$ cat src/rtl/mem_bus_arbiter.sv
// Two-master round-robin arbiter feeding the single-master memory bus switch.
// Optional ack watchdog is built only when MEM_ARB_TIMEOUT_EN is defined.
module mem_bus_arbiter #(
  parameter int AW          = 32,
  parameter int DW          = 32,
  parameter int TIMEOUT_CYC = 255
) (
  input  logic            clk_i,
  input  logic            rst_i,
  input  logic            m0_stb_i,
  input  logic            m0_we_i,
  input  logic [AW-1:0]   m0_adr_i,
  input  logic [DW-1:0]   m0_dat_i,
  input  logic [DW/8-1:0] m0_sel_i,
  output logic [DW-1:0]   m0_dat_o,
  output logic            m0_ack_o,
  output logic            m0_err_o,
  input  logic            m1_stb_i,
  input  logic            m1_we_i,
  input  logic [AW-1:0]   m1_adr_i,
  input  logic [DW-1:0]   m1_dat_i,
  input  logic [DW/8-1:0] m1_sel_i,
  output logic [DW-1:0]   m1_dat_o,
  output logic            m1_ack_o,
  output logic            m1_err_o,
  output logic            s_stb_o,
  output logic            s_cyc_o,
  output logic            s_we_o,
  output logic [AW-1:0]   s_adr_o,
  output logic [DW-1:0]   s_dat_o,
  output logic [DW/8-1:0] s_sel_o,
  input  logic [DW-1:0]   s_dat_i,
  input  logic            s_ack_i,
  output logic [1:0]      grant_o
);

  typedef enum logic [1:0] {IDLE, G0, G1} state_t;

  state_t r_state, w_next;
  logic   r_last;
  logic   w_tmo;

`ifdef MEM_ARB_TIMEOUT_EN
  localparam logic [7:0] TMO = 8'(TIMEOUT_CYC);
  logic [7:0] r_cnt;

  // Zero while idle, so every grant starts counting from 0.
  always_ff @(posedge clk_i or negedge rst_i) begin
    if (!rst_i)                                         r_cnt <= '0;
    else if (r_state == IDLE)                           r_cnt <= '0;
    else if (!s_ack_i && r_cnt != TMO)                  r_cnt <= r_cnt + 8'd1;
  end

  assign w_tmo = (r_state != IDLE) && (r_cnt == TMO) && !s_ack_i;
`else
  // Watchdog compiled out: the limit can never trip.
  assign w_tmo = (TIMEOUT_CYC < 0);
`endif

  always_ff @(posedge clk_i or negedge rst_i) begin
    if (!rst_i) begin
      r_state <= IDLE;
      r_last  <= 1'b1;
    end else begin
      r_state <= w_next;
      if (r_state == G0 && w_next == IDLE) r_last <= 1'b0;
      if (r_state == G1 && w_next == IDLE) r_last <= 1'b1;
    end
  end

  always_comb begin
    w_next = r_state;
    case (r_state)
      IDLE: begin
        if (m0_stb_i && m1_stb_i) w_next = r_last ? G0 : G1;
        else if (m0_stb_i)        w_next = G0;
        else if (m1_stb_i)        w_next = G1;
      end
      G0: if (s_ack_i || !m0_stb_i || w_tmo) w_next = IDLE;
      G1: if (s_ack_i || !m1_stb_i || w_tmo) w_next = IDLE;
      default: w_next = IDLE;
    endcase
  end

  // Slave bus follows the granted master combinationally; zero when idle.
  always_comb begin
    s_stb_o  = 1'b0;
    s_we_o   = 1'b0;
    s_adr_o  = '0;
    s_dat_o  = '0;
    s_sel_o  = '0;
    m0_ack_o = 1'b0;
    m0_err_o = 1'b0;
    m1_ack_o = 1'b0;
    m1_err_o = 1'b0;
    case (r_state)
      G0: begin
        s_stb_o  = m0_stb_i & ~w_tmo;
        s_we_o   = m0_we_i;
        s_adr_o  = m0_adr_i;
        s_dat_o  = m0_dat_i;
        s_sel_o  = m0_sel_i;
        m0_ack_o = s_ack_i;
        m0_err_o = w_tmo;
      end
      G1: begin
        s_stb_o  = m1_stb_i & ~w_tmo;
        s_we_o   = m1_we_i;
        s_adr_o  = m1_adr_i;
        s_dat_o  = m1_dat_i;
        s_sel_o  = m1_sel_i;
        m1_ack_o = s_ack_i;
        m1_err_o = w_tmo;
      end
      default: ;
    endcase
  end

  assign s_cyc_o  = s_stb_o;
  assign m0_dat_o = s_dat_i;
  assign m1_dat_o = s_dat_i;
  assign grant_o  = {r_state == G1, r_state == G0};

endmodule
$ cat config.mk
export PLATFORM = sky130hd
export DESIGN_NAME = mem_bus_arbiter
export DESIGN_NICKNAME = d
export VERILOG_FILES = /design/src/rtl/mem_bus_arbiter.sv
export SDC_FILE = /design/constraint.sdc
export NUM_CORES = 1
export LEC_CHECK = 0
export CORE_AREA = 2 2 123 125
export CTS_CLUSTER_DIAMETER = 200
export DETAILED_ROUTE_END_ITERATION = 12
export DIE_AREA = 0 0 125 127
export HOLD_SLACK_MARGIN = 0.03
export PLACE_DENSITY = 0.63
export SETUP_SLACK_MARGIN = 0.5
export SLEW_MARGIN = 20
export SYNTH_ARGS = -nofsm -noshare
export SYNTH_HDL_FRONTEND = slang
export SYNTH_SLANG_ARGS = --single-unit
export TNS_END_PERCENT = 10
$ cat constraint.sdc
create_clock -name clk_i -period 4.7 [get_ports clk_i]
set_input_delay 0.705 -clock clk_i [delete_from_list [all_inputs] [get_ports clk_i]]
set_output_delay 0.705 -clock clk_i [all_outputs]
set_load 0.01 [all_outputs]
---- Word-level counts from Yosys, hierarchy flattened ----
Index checks and enable logic that the tools add are counted.
cells by class
  eq/ne operators ......................... 2
  mux-type cells .......................... 16
  reductions and logical operators ........ 10
operators by type and width
  cell                                            count
  case mux 32 bit (2 select lines)                2
  2-to-1 mux 2 bit                                6
  case mux 4 bit (2 select lines)                 1
  case mux 2 bit (3 select lines)                 1
  zero test 2 bit                                 2
  2-to-1 mux 1 bit                                4
  case mux 1 bit (2 select lines)                 2
  logical AND 1 bit                               3
  == test 2 x 1 -> 1 bit (second input constant)  1
  == test 2 bit (second input constant)           1
  zero test 1 bit                                 2
  logical OR 1 bit                                2
  nonzero test 2 bit                              1
storage, ports and cells
  output and inout bits ................... 141
  bits in registers ....................... 3
  input port bits ......................... 175

---- Logic depth before layout (Yosys ltp) ----
  depth in word-level cells ............... 8
  gate-level depth with buffers ........... 8
  depth with buffers taken out ............ 7

---- Least setup slack after synthesis ----
OpenSTA, ideal clock, no wires.
  path kind ............................... register to output
  start point ............................. register r_state[1]
  end point ............................... output s_adr_o[19]
  cell stages (with the launch flop) ...... 8
  path slack .............................. 2.379 ns
  path buffers ............................ 3
  data arrival time ....................... 1.616 ns
  path through ............................ dfrtp_1 -> inv_1 -> ha_1 -> buf_4 -> buf_2 -> buf_1 -> a22oi_1 -> nor2b_1
between the ends
  word-level cells in the longest chain between the ends .. 2
  elaborated cells on any way between the ends .. 3
RTL lines
  element                           RTL line  source
  from (decl)                       39        state_t r_state, w_next;
  from (signal assigned)            65        r_state <= w_next;
  == test 2 x 1 -> 1 bit            n/a
  named net grant_o[0]              34        output logic [1:0] grant_o
  case mux 32 bit (2 select lines)  96        case (r_state)
  to (decl)                         29        output logic [AW-1:0] s_adr_o,
The timed path passes the listed nets, and every way through them passes these cells.

---- Worst setup path in the final report ----
  start point ............................. register r_state[1]
  end point ............................... output s_dat_o[26]
between the ends
  word-level cells in the longest chain between the ends .. 2
  elaborated cells on any way between the ends .. 3
RTL lines
  element                                                         RTL line  source
  == test 2 bit / == test 2 x 1 -> 1 bit (equally long branches)  96
  case mux 32 bit (2 select lines) (*)                            96
  to (decl)                                                       30        output logic [DW-1:0] s_dat_o,
Every way passes the cells marked *; elsewhere a longest branch is shown, timed or not.

==> flow_summary.toml <==
[layout]
n_antenna_cell = 0
area_growth_syn_to_layout_pct = 104
design_area_sq_um = 3740
layout-drive-gt1-share_pct = 3.03
fin_nets = 577
instances_no_fill = 580

[floorplan]
ios = 316
die_area_sq_um = 15900
start_util_pct = 12.7
die_w_microns = 125
rows = 44
core_area_sq_um = 14400
dieHeight_microns = 127

[sta]
slew_headroom_pct = 35.9
fin_hold_ws_ps = 545
layout_setup_ws_ps = 1150
drv_slew = 0
finClkSkew_ps = 0.395
finalCritPeriodShare_pct = 75.5
max_freq_mhz = 282
setup_viol = 0
period_needed_ps = 3550
rsz0062_at_grt = "false"
finalHoldViolCount = 0
worst_pin_slew_ps = 962
final.setup.tns_ps = 0

[logic_synthesis]
synth_cell_types = 25
synth_area_sq_um = 1830
syn_inst = 262
synth_seq_cells = 3
ys_warn_count = 0
ys_seq_area_share_pct = 4.17
avgSynthCellArea_sq_um = 6.99

[global_route]
grt_pass1_vias = 2377
grt-ovfl-total = 0
grt_util_all_layers_pct = 9.34
antenna_found_initial = 0
grt_pass1_wl_microns = 12100
grt_max_degree = 71

[worst_setup_path]
endpoint_kind = "output port"
arrival_ps = 2840
worst-endpoint-required_ps = 3990
r2r_start = "r_state[1]"
path_max_fanout = 40
startpoint_type = "flop"
worstSetupPathType = "flop to output port"
crit_path_start = "r_state[1]"

[routing]
drtIter0Drc = 49
post_drt_wl_per_cell_microns = 14.2
dr.pass1.iters = 4
vias = 2344
routed_wl_microns = 8250
viasPerCell = 4.04
final_antenna_net_count = 0
drc = 0

[place]
hpwlAfterDp_microns = 6580
io_buffers = 217
dpl_cell_area_sq_um = 3660
place.gp.congestion = 0.754
dp_slack_ps = 1380
place_inst = 576

[cts]
cts_inserted_buffers = 3
cts_hold_buf = 0
insertion_delay_ps = 220
cts_resized = 0
ctsRootBufferMaster = "clkbuf_16"
post_cts.repair.setup_buffers = 0
clk_pin_slew_ps = 30
cts_buffer_depth = 2
clock_sinks = 3
cts_tree = "built"
cts-htree-levels = 1

[power]
powerDensity_nw_per_um2 = 457
leakage_nw = 1.22
ir_drop_mv = 0.327

[outcome]
outcome = "complete, no violations"

[min_path]
hp-class = "flop to flop"
holdCritStartpoint = "r_last"

[flow_run]
maxCapViolCount = 0
## critical path, stage by stage (launching register included)
cell and delay [ps]:
dfrtp_1 420, inv_1 120, ha_2 750, buf_4 480, a22oi_1 150, nor2b_1 140, clkdlybuf4s50_1 550
## where the power goes
group / internal [W] / leakage [nW] / total [W] / switching, W
clock: 0.000112 / 0.0382 / 0.000136 / 0.0000240
sequential: 0.0000419 / 0.0362 / 0.0000575 / 0.0000157
combinational: 0.000828 / 1.15 / 0.00152 / 0.000689
## layout by cell type, fill, tap and decap left out
| master | synthesis | final |
|---|---|---|
| a22o_1 | 2 | 2 |
| a22oi_1 | 69 | 69 |
| a31oi_1 | 1 | 1 |
| a32oi_1 | 1 | 1 |
| and2_1 | 2 | 2 |
| buf_4 | 68 | 2 |
| clkbuf_1 | 15 | 1 |
| clkbuf_16 | 0 | 3 |
| clkdlybuf4s50_1 | 0 | 217 |
| conb_1 | 1 | 2 |
| dfrtp_1 | 2 | 2 |
| dfstp_2 | 1 | 1 |
| ha_1 | 5 | 2 |
| ha_2 | 0 | 3 |
| inv_1 | 4 | 4 |
| inv_2 | 2 | 2 |
| nand2_1 | 3 | 3 |
| nand3_1 | 2 | 2 |
| nand3b_1 | 1 | 1 |
| nand4_1 | 1 | 1 |
| nor2_1 | 2 | 2 |
| nor2b_1 | 69 | 69 |
| o211ai_1 | 1 | 1 |
| o21ai_0 | 1 | 1 |
| o21ai_2 | 1 | 1 |
| or3b_1 | 1 | 1 |
## flip-flops by register name (all words and copies together), names as in the netlist
register,cells
r_state,2
r_last,1
## cell usage after synthesis
cell type  count  share of area [%]
o21ai_0        1               0.27
nand2_1        3               0.62
nor2_1         2               0.41
and2_1         2               0.68
buf_1          3               0.62
o21ai_2        1               0.48
o211ai_1       1               0.41
a31oi_1        1               0.34
a22oi_1       69                 28
or3b_1         1               0.48
inv_2          2               0.41
clkbuf_1      15                3.1
nor2b_1       69                 24
buf_4         68                 28
buf_2          4                1.1
nand3_1        2               0.55
dfrtp_1        2                2.7
inv_1          4               0.82
conb_1         1               0.20
dfstp_2        1                1.4
a22o_1         2               0.96
nand4_1        1               0.34
a32oi_1        1               0.48
nand3b_1       1               0.41
ha_1           5                3.4
## layer usage
layer	share of wire, %	vias up	track usage, %
met4	3.9	0	4.51
met1	35	1035	9.09
met5	0	-	0
li1	-	1116	-
met2	49	158	17.5
met3	12	35	3.43
## stage by stage
stage | utilization (%) | total power (W)
5_1_grt | 25.9 | 0.00186
6_report | 25.9 | 0.00171
2_1_floorplan | - | 0.000943
4_1_cts | 25.9 | 0.00174
3_5_place_dp | 25.4 | 0.00159
3_3_place_gp | 25.4 | 0.00156
## worst paths after layout
check / to / slack (ps) / cells after the start
max: s_dat_o[26] / 1150 / 6
min: r_last / 540 / 2
max reg2reg: r_last / 2400 / 7
min reg2reg: r_last / 540 / 2
max in group asynchronous: r_last / 3810 / 1
min in group asynchronous: r_state[0] / 670 / 1
## area by class of cell
cell class,count,area [sq um]
multi-input cells,164,1140
fillers,1561,10700
well taps,184,230
clock buffers,4,78.8
repair buffers,219,2190
flip-flops and latches,3,76.3
inverters,6,22.5
## logic make-up (layout without fill, tap and decap cells)
logic type	after synthesis	in the layout	synth area share, %
compound gates	76	76	31.2
fa+ha+maj	5	5	3.42
flops	3	3	4.17
simple gates	81	81	27.1
buf+inv	96	229	33.9
other cells	1	2	0.205
(Power assumes the default switching activity.)
